$ cat src/rtl/rgbw_wrd2sout.sv
// Drains G/R/B words from a FWFT FIFO and shifts them out as an SK6812-RGBW serial stream.
// Optional macro RGBW_WHITE_EXTRACT_EN enables min(G,R,B) white extraction; otherwise W=0.
`timescale 1ns/1ps
module rgbw_wrd2sout #(
    parameter int unsigned CLKS_BIT   = 120,
    parameter int unsigned CLKS_T0H   = 29,
    parameter int unsigned CLKS_T1H   = 58,
    parameter int unsigned CLKS_RESET = 7680
) (
    input  logic        clk,
    input  logic        rst,
    input  logic [31:0] in_word,
    input  logic        in_rd_fifo_empty,
    output logic        out_rd_strobe,
    output logic        out_sdata,
    output logic        out_busy,
    output logic        out_underrun
);
    typedef enum logic [1:0] {IDLE, CONVERT, SEND_BIT, SEND_RESET} state_t;

    localparam logic [12:0] BIT_LAST  = 13'(CLKS_BIT - 1);
    localparam logic [12:0] T0H       = 13'(CLKS_T0H);
    localparam logic [12:0] T1H       = 13'(CLKS_T1H);
    localparam logic [12:0] RESET_LEN = 13'(CLKS_RESET);

    state_t      state, state_nxt;
    logic [31:0] hold, hold_nxt;
    logic [31:0] shift, shift_nxt;
    logic [12:0] cnt, cnt_nxt;
    logic [4:0]  bit_cnt, bit_nxt;
    logic        in_frame, frame_nxt;
    logic        strobe_nxt, sdata_nxt, underrun_nxt;
    logic [31:0] grbw;
    logic [7:0]  g, r, b;
    logic        unused_bits;

    assign g           = hold[23:16];
    assign r           = hold[15:8];
    assign b           = hold[7:0];
    assign unused_bits = ^hold[29:24];

`ifdef RGBW_WHITE_EXTRACT_EN
    logic [7:0] min_gr, w;
    assign min_gr = (g < r) ? g : r;
    assign w      = (min_gr < b) ? min_gr : b;
    assign grbw   = {g - w, r - w, b - w, w};
`else
    assign grbw   = {g, r, b, 8'h00};
`endif

    assign out_busy = (state != IDLE);

    always_ff @(posedge clk or negedge rst) begin
        if (!rst) begin
            state         <= IDLE;
            hold          <= '0;
            shift         <= '0;
            cnt           <= '0;
            bit_cnt       <= '0;
            in_frame      <= 1'b0;
            out_rd_strobe <= 1'b0;
            out_sdata     <= 1'b0;
            out_underrun  <= 1'b0;
        end else begin
            state         <= state_nxt;
            hold          <= hold_nxt;
            shift         <= shift_nxt;
            cnt           <= cnt_nxt;
            bit_cnt       <= bit_nxt;
            in_frame      <= frame_nxt;
            out_rd_strobe <= strobe_nxt;
            out_sdata     <= sdata_nxt;
            out_underrun  <= underrun_nxt;
        end
    end

    always_comb begin
        state_nxt    = state;
        hold_nxt     = hold;
        shift_nxt    = shift;
        cnt_nxt      = cnt;
        bit_nxt      = bit_cnt;
        frame_nxt    = in_frame;
        strobe_nxt   = 1'b0;
        sdata_nxt    = 1'b0;
        underrun_nxt = out_underrun;
        case (state)
            IDLE: begin
                if (!in_rd_fifo_empty && !out_rd_strobe) begin
                    strobe_nxt = 1'b1;
                    hold_nxt   = in_word;
                    state_nxt  = CONVERT;
                end else if (in_rd_fifo_empty && in_frame) begin
                    underrun_nxt = 1'b1;
                    frame_nxt    = 1'b0;
                end
            end
            CONVERT: begin
                if (!hold[31]) begin
                    state_nxt = IDLE;
                end else if (hold[30]) begin
                    cnt_nxt   = RESET_LEN;
                    state_nxt = SEND_RESET;
                end else begin
                    shift_nxt = grbw;
                    bit_nxt   = 5'd31;
                    cnt_nxt   = '0;
                    state_nxt = SEND_BIT;
                end
            end
            SEND_BIT: begin
                // Registered output: the line trails the counter by one clock.
                sdata_nxt = (cnt < (shift[31] ? T1H : T0H));
                if (cnt == BIT_LAST) begin
                    cnt_nxt = '0;
                    if (bit_cnt == 5'd0) begin
                        frame_nxt = 1'b1;
                        state_nxt = IDLE;
                    end else begin
                        bit_nxt   = bit_cnt - 5'd1;
                        shift_nxt = {shift[30:0], 1'b0};
                    end
                end else begin
                    cnt_nxt = cnt + 13'd1;
                end
            end
            SEND_RESET: begin
                if (cnt <= 13'd1) begin
                    cnt_nxt   = '0;
                    frame_nxt = 1'b0;
                    state_nxt = IDLE;
                end else begin
                    cnt_nxt = cnt - 13'd1;
                end
            end
            default: state_nxt = IDLE;
        endcase
    end
endmodule

$ cat config.mk
export PLATFORM = sky130hd
export DESIGN_NAME = rgbw_wrd2sout
export DESIGN_NICKNAME = d
export VERILOG_FILES = /design/src/rtl/rgbw_wrd2sout.sv
export SDC_FILE = /design/constraint.sdc
export NUM_CORES = 1
export LEC_CHECK = 0
export BUFFER_PORTS_ARGS = -buffer_cell sky130_fd_sc_hd__buf_2
export CORE_ASPECT_RATIO = 0.7
export CORE_UTILIZATION = 40
export DETAILED_ROUTE_END_ITERATION = 10
export REMOVE_ABC_BUFFERS = 1
export SKIP_LAST_GASP = 1
export SYNTH_ARGS = -nofsm -noshare
export SYNTH_HDL_FRONTEND = slang
export SYNTH_SLANG_ARGS = --single-unit
$ cat constraint.sdc
create_clock -name clk -period 1.8 [get_ports clk]
set_input_delay 0.09 -clock clk [delete_from_list [all_inputs] [get_ports clk]]
set_output_delay 0.09 -clock clk [all_outputs]
set_load 0.05 [all_outputs]
==> impl_metrics.json <==
{
  "status": "complete, but fails checks",
  "violations": "setup timing",
  "yosys-top-cells-area": "dfrtp_1, mux2_2, mux2i_1, nand2_1, o21ai_1",
  "drtAntennaViolNets": 0,
  "cts_buffers": 9,
  "min-delay-start": "in_word[23]",
  "slew_violations": 0,
  "rows": 29,
  "clock_latency_ns": 0.34,
  "period_needed_ns": 2.03,
  "ir_worst_vdd_uv": 709,
  "netlist_instances": 359,
  "end_kind": "register",
  "path_class": "reg -> reg",
  "fillers": 732,
  "async_flop_share_pct": 100,
  "clk_pin_slew_ns": 0.06,
  "route.detailed.drc": 0,
  "start_util_pct": 41.8,
  "fin_area_um2": 5570,
  "grt_pass1_vias": 3180,
  "power_frac_clock_pct": 17.1,
  "synth_ff_type": "dfrtp_1",
  "worst_ep_arrival_time_ns": 2.29,
  "cts_max_level": 3,
  "max_stage_delay_ns": 0.50,
  "drtPass1Iterations": 5,
  "path_max_fanout": 6,
  "worstMarginPinSlew_ns": 0.473,
  "fp.dieW_um": 119,
  "final.setup_skew_ns": 0.00429,
  "r2r_start": "bit_cnt[1]",
  "cts-root-buf": "clkbuf_16",
  "worstSetupStartpointType": "register",
  "netlist_area_um2": 3840,
  "p_sw_uw": 3920,
  "drt_iter0_markers": 183,
  "synth_area_per_cell_um2": 10.7,
  "synth_cell_types": 56,
  "switching_share_pct": 39.8,
  "fin_nets": 516,
  "grt_overflow": 0,
  "most-common-layout-cells": "dfrtp_1, buf_4, buf_2, nand2_1, dlygate4sd3_1",
  "antenna_found_initial": 1,
  "antenna_cells": 0,
  "fmax_ghz": 0.493,
  "core_area_um2": 9180,
  "ys_ff_latch": 74,
  "cp_slowest_cell": "or4b_4",
  "place_hpwl_mm": 6.85,
  "multi_input_area_um2": 2150,
  "yosysWarnings": 0,
  "hp-class": "in -> reg",
  "leakage_uw": 0.00256,
  "internal_power_uw": 5930,
  "rsz0062_at_grt": "true",
  "syn2layout_area_growth_pct": 45.1,
  "post-synth-top-area-cell": "dfrtp_1",
  "clkSinkCount": 74,
  "regArea_um2": 1850,
  "cts.path.max_buffers": 2,
  "drt-vias-per-instance": 5.49,
  "path_cells": "inv_2 > ha_4 > or4b_4 > a21oi_4 > buf_6 > a21o_4 > clkbuf_16 > nand2_2 > o21ai_2",
  "ios": 39,
  "seqPwrFrac_pct": 29.5,
  "tritoncts": "yes",
  "die_h_um": 83.9,
  "seq_area_frac_synth_pct": 48.3,
  "crit_start": "bit_cnt[1]",
  "post_dp_cell_area_um2": 4490,
  "place_congestion": 0.892,
  "port_buffers": 32,
  "max_cap_viol_count": 0,
  "grt_max_degree": 51,
  "die-area_um2": 9990,
  "routed_wl_mm": 10.6,
  "setup_ws_ns": -0.227,
  "dp_slack_ns": -0.290,
  "vias": 3305,
  "pwr-share-comb_pct": 53.3,
  "slew-limit-headroom_pct": 68.4,
  "synth_top_area_share_pct": 48.3,
  "pwr_density_cell_nw_per_um2": 1770,
  "grt_util_all_layers_pct": 21.7,
  "avgRoutedWirePerCell_um": 17.6,
  "fin_tns_setup_ns": -5.98,
  "grt_pass1_wl_mm": 16.6,
  "setup_viol": 39,
  "drive_gt1_share_pct": 44.4,
  "synth-edff-count": 0,
  "hold_ws_ns": 0.0102,
  "hold_viol": 0,
  "mostFrequentLayoutCell": "dfrtp_1",
  "fin_crit_sh_pct": 113,
  "cp.required_ns": 2.06
}
-- layer usage --
metal	GRT usage, %	routed length, um
met1	31.4	5100
met2	31.9	4730
met3	5.12	648
met4	6.44	148
met5	0	0
-- through the flow --
| step | instances | utilization (%) | total power, uW |
|---|---|---|---|
| after floorplan | 335 | - | 5180 |
| after global placement | 545 | 48.9 | 6650 |
| after detailed placement | 545 | 48.9 | 6820 |
| after CTS | 591 | 56.5 | 8940 |
| after global routing | 602 | 60.6 | 10500 |
| final | 602 | 60.6 | 9850 |
-- what timing repair did --
action | in CTS | in global routing
gates cloned | 1 | 4
pin swaps | 13 | 18
hold buffers | 24 | 1
resized for setup | 30 | 55
endpoints found under the setup margin | 43 | 69
endpoints found under the hold margin | 47 | 1
setup buffers | 6 | 6
-- synthesized netlist by cell type (2+ instances only) --
cell type,count
a41oi_1,2
buf_2,12
a21o_1,8
nor2b_1,2
and2_1,2
nand2_1,38
dfrtp_1,74
xnor2_1,2
mux2_2,23
nor3_1,9
mux2i_1,23
nor2_1,13
a21oi_1,13
nor4b_2,2
nand4_1,5
nand3_1,4
buf_6,3
inv_1,12
or3_1,3
o21bai_1,4
a2bb2oi_1,2
clkbuf_1,7
and3_1,5
mux2_1,3
ha_1,8
o21ai_1,25
nor3b_1,2
nor4_1,3
o21ai_0,5
a221o_1,2
a31oi_1,7
nand2b_1,4
a221oi_1,6
a22o_1,2
a221oi_2,3
-- final timing paths --
| kind | depth (start not counted) | end | slack (ns) |
|---|---|---|---|
| worst min register to register | 1 | out_underrun | 0.48 |
| max in group asynchronous | 3 | hold[9] | 1.01 |
| worst max-delay path | 9 | shift[14] | -0.23 |
| worst min-delay path | 2 | hold[23] | 0.01 |
| min in group asynchronous | 2 | out_underrun | 0.21 |
| worst max register to register | 9 | shift[14] | -0.23 |
-- flip-flops by register name, summed over array words and instances, names as in the netlist --
name and cells:
hold 26, shift 24, cnt 13, bit_cnt 5, state 2, in_frame 1
out_rd_strobe 1, out_sdata 1, out_underrun 1
-- power groups by stage --
stage	Combinational [uW]	Clock, uW	Sequential, uW
2_1_floorplan	2260	0	2920
3_3_place_gp	3810	0	2840
4_1_cts	4360	1720	2870
6_report	5250	1690	2910
3_5_place_dp	3950	0	2870
5_1_grt	5660	1800	2990
-- worst max-delay path: cells and delay by family, from the launching register on --
kind                     cells  cell delay [ns]
adder cells (fa/ha/maj)      1             0.13
AO/OA/AOI/OAI                3             0.45
buffers and inverters        3             0.40
AND/OR/NAND/NOR              2             0.56
flip-flops                   1             0.40
-- final cells by class --
cell class,count,share of cell area [%]
Multi-Input combinational cell,249,38.6
Sequential cell,74,33.3
Timing Repair Buffer,127,19.4
Clock buffer,10,4.29
Tap cell,124,2.79
Inverter,12,0.809
Clock inverter,6,0.742
-- cell families (layout without fill, tap and decap cells) --
group	Yosys count	count (layout)	share of synthesized area [%]
compound gates	87	87	15.2
xor+xnor	3	3	0.685
fa+ha+maj	8	8	2.61
buf+inv	36	155	4.60
flops	74	74	48.3
mux	49	49	13.6
simple gates	102	102	15.0
No activity file was read; power rests on OpenSTA's default activity.
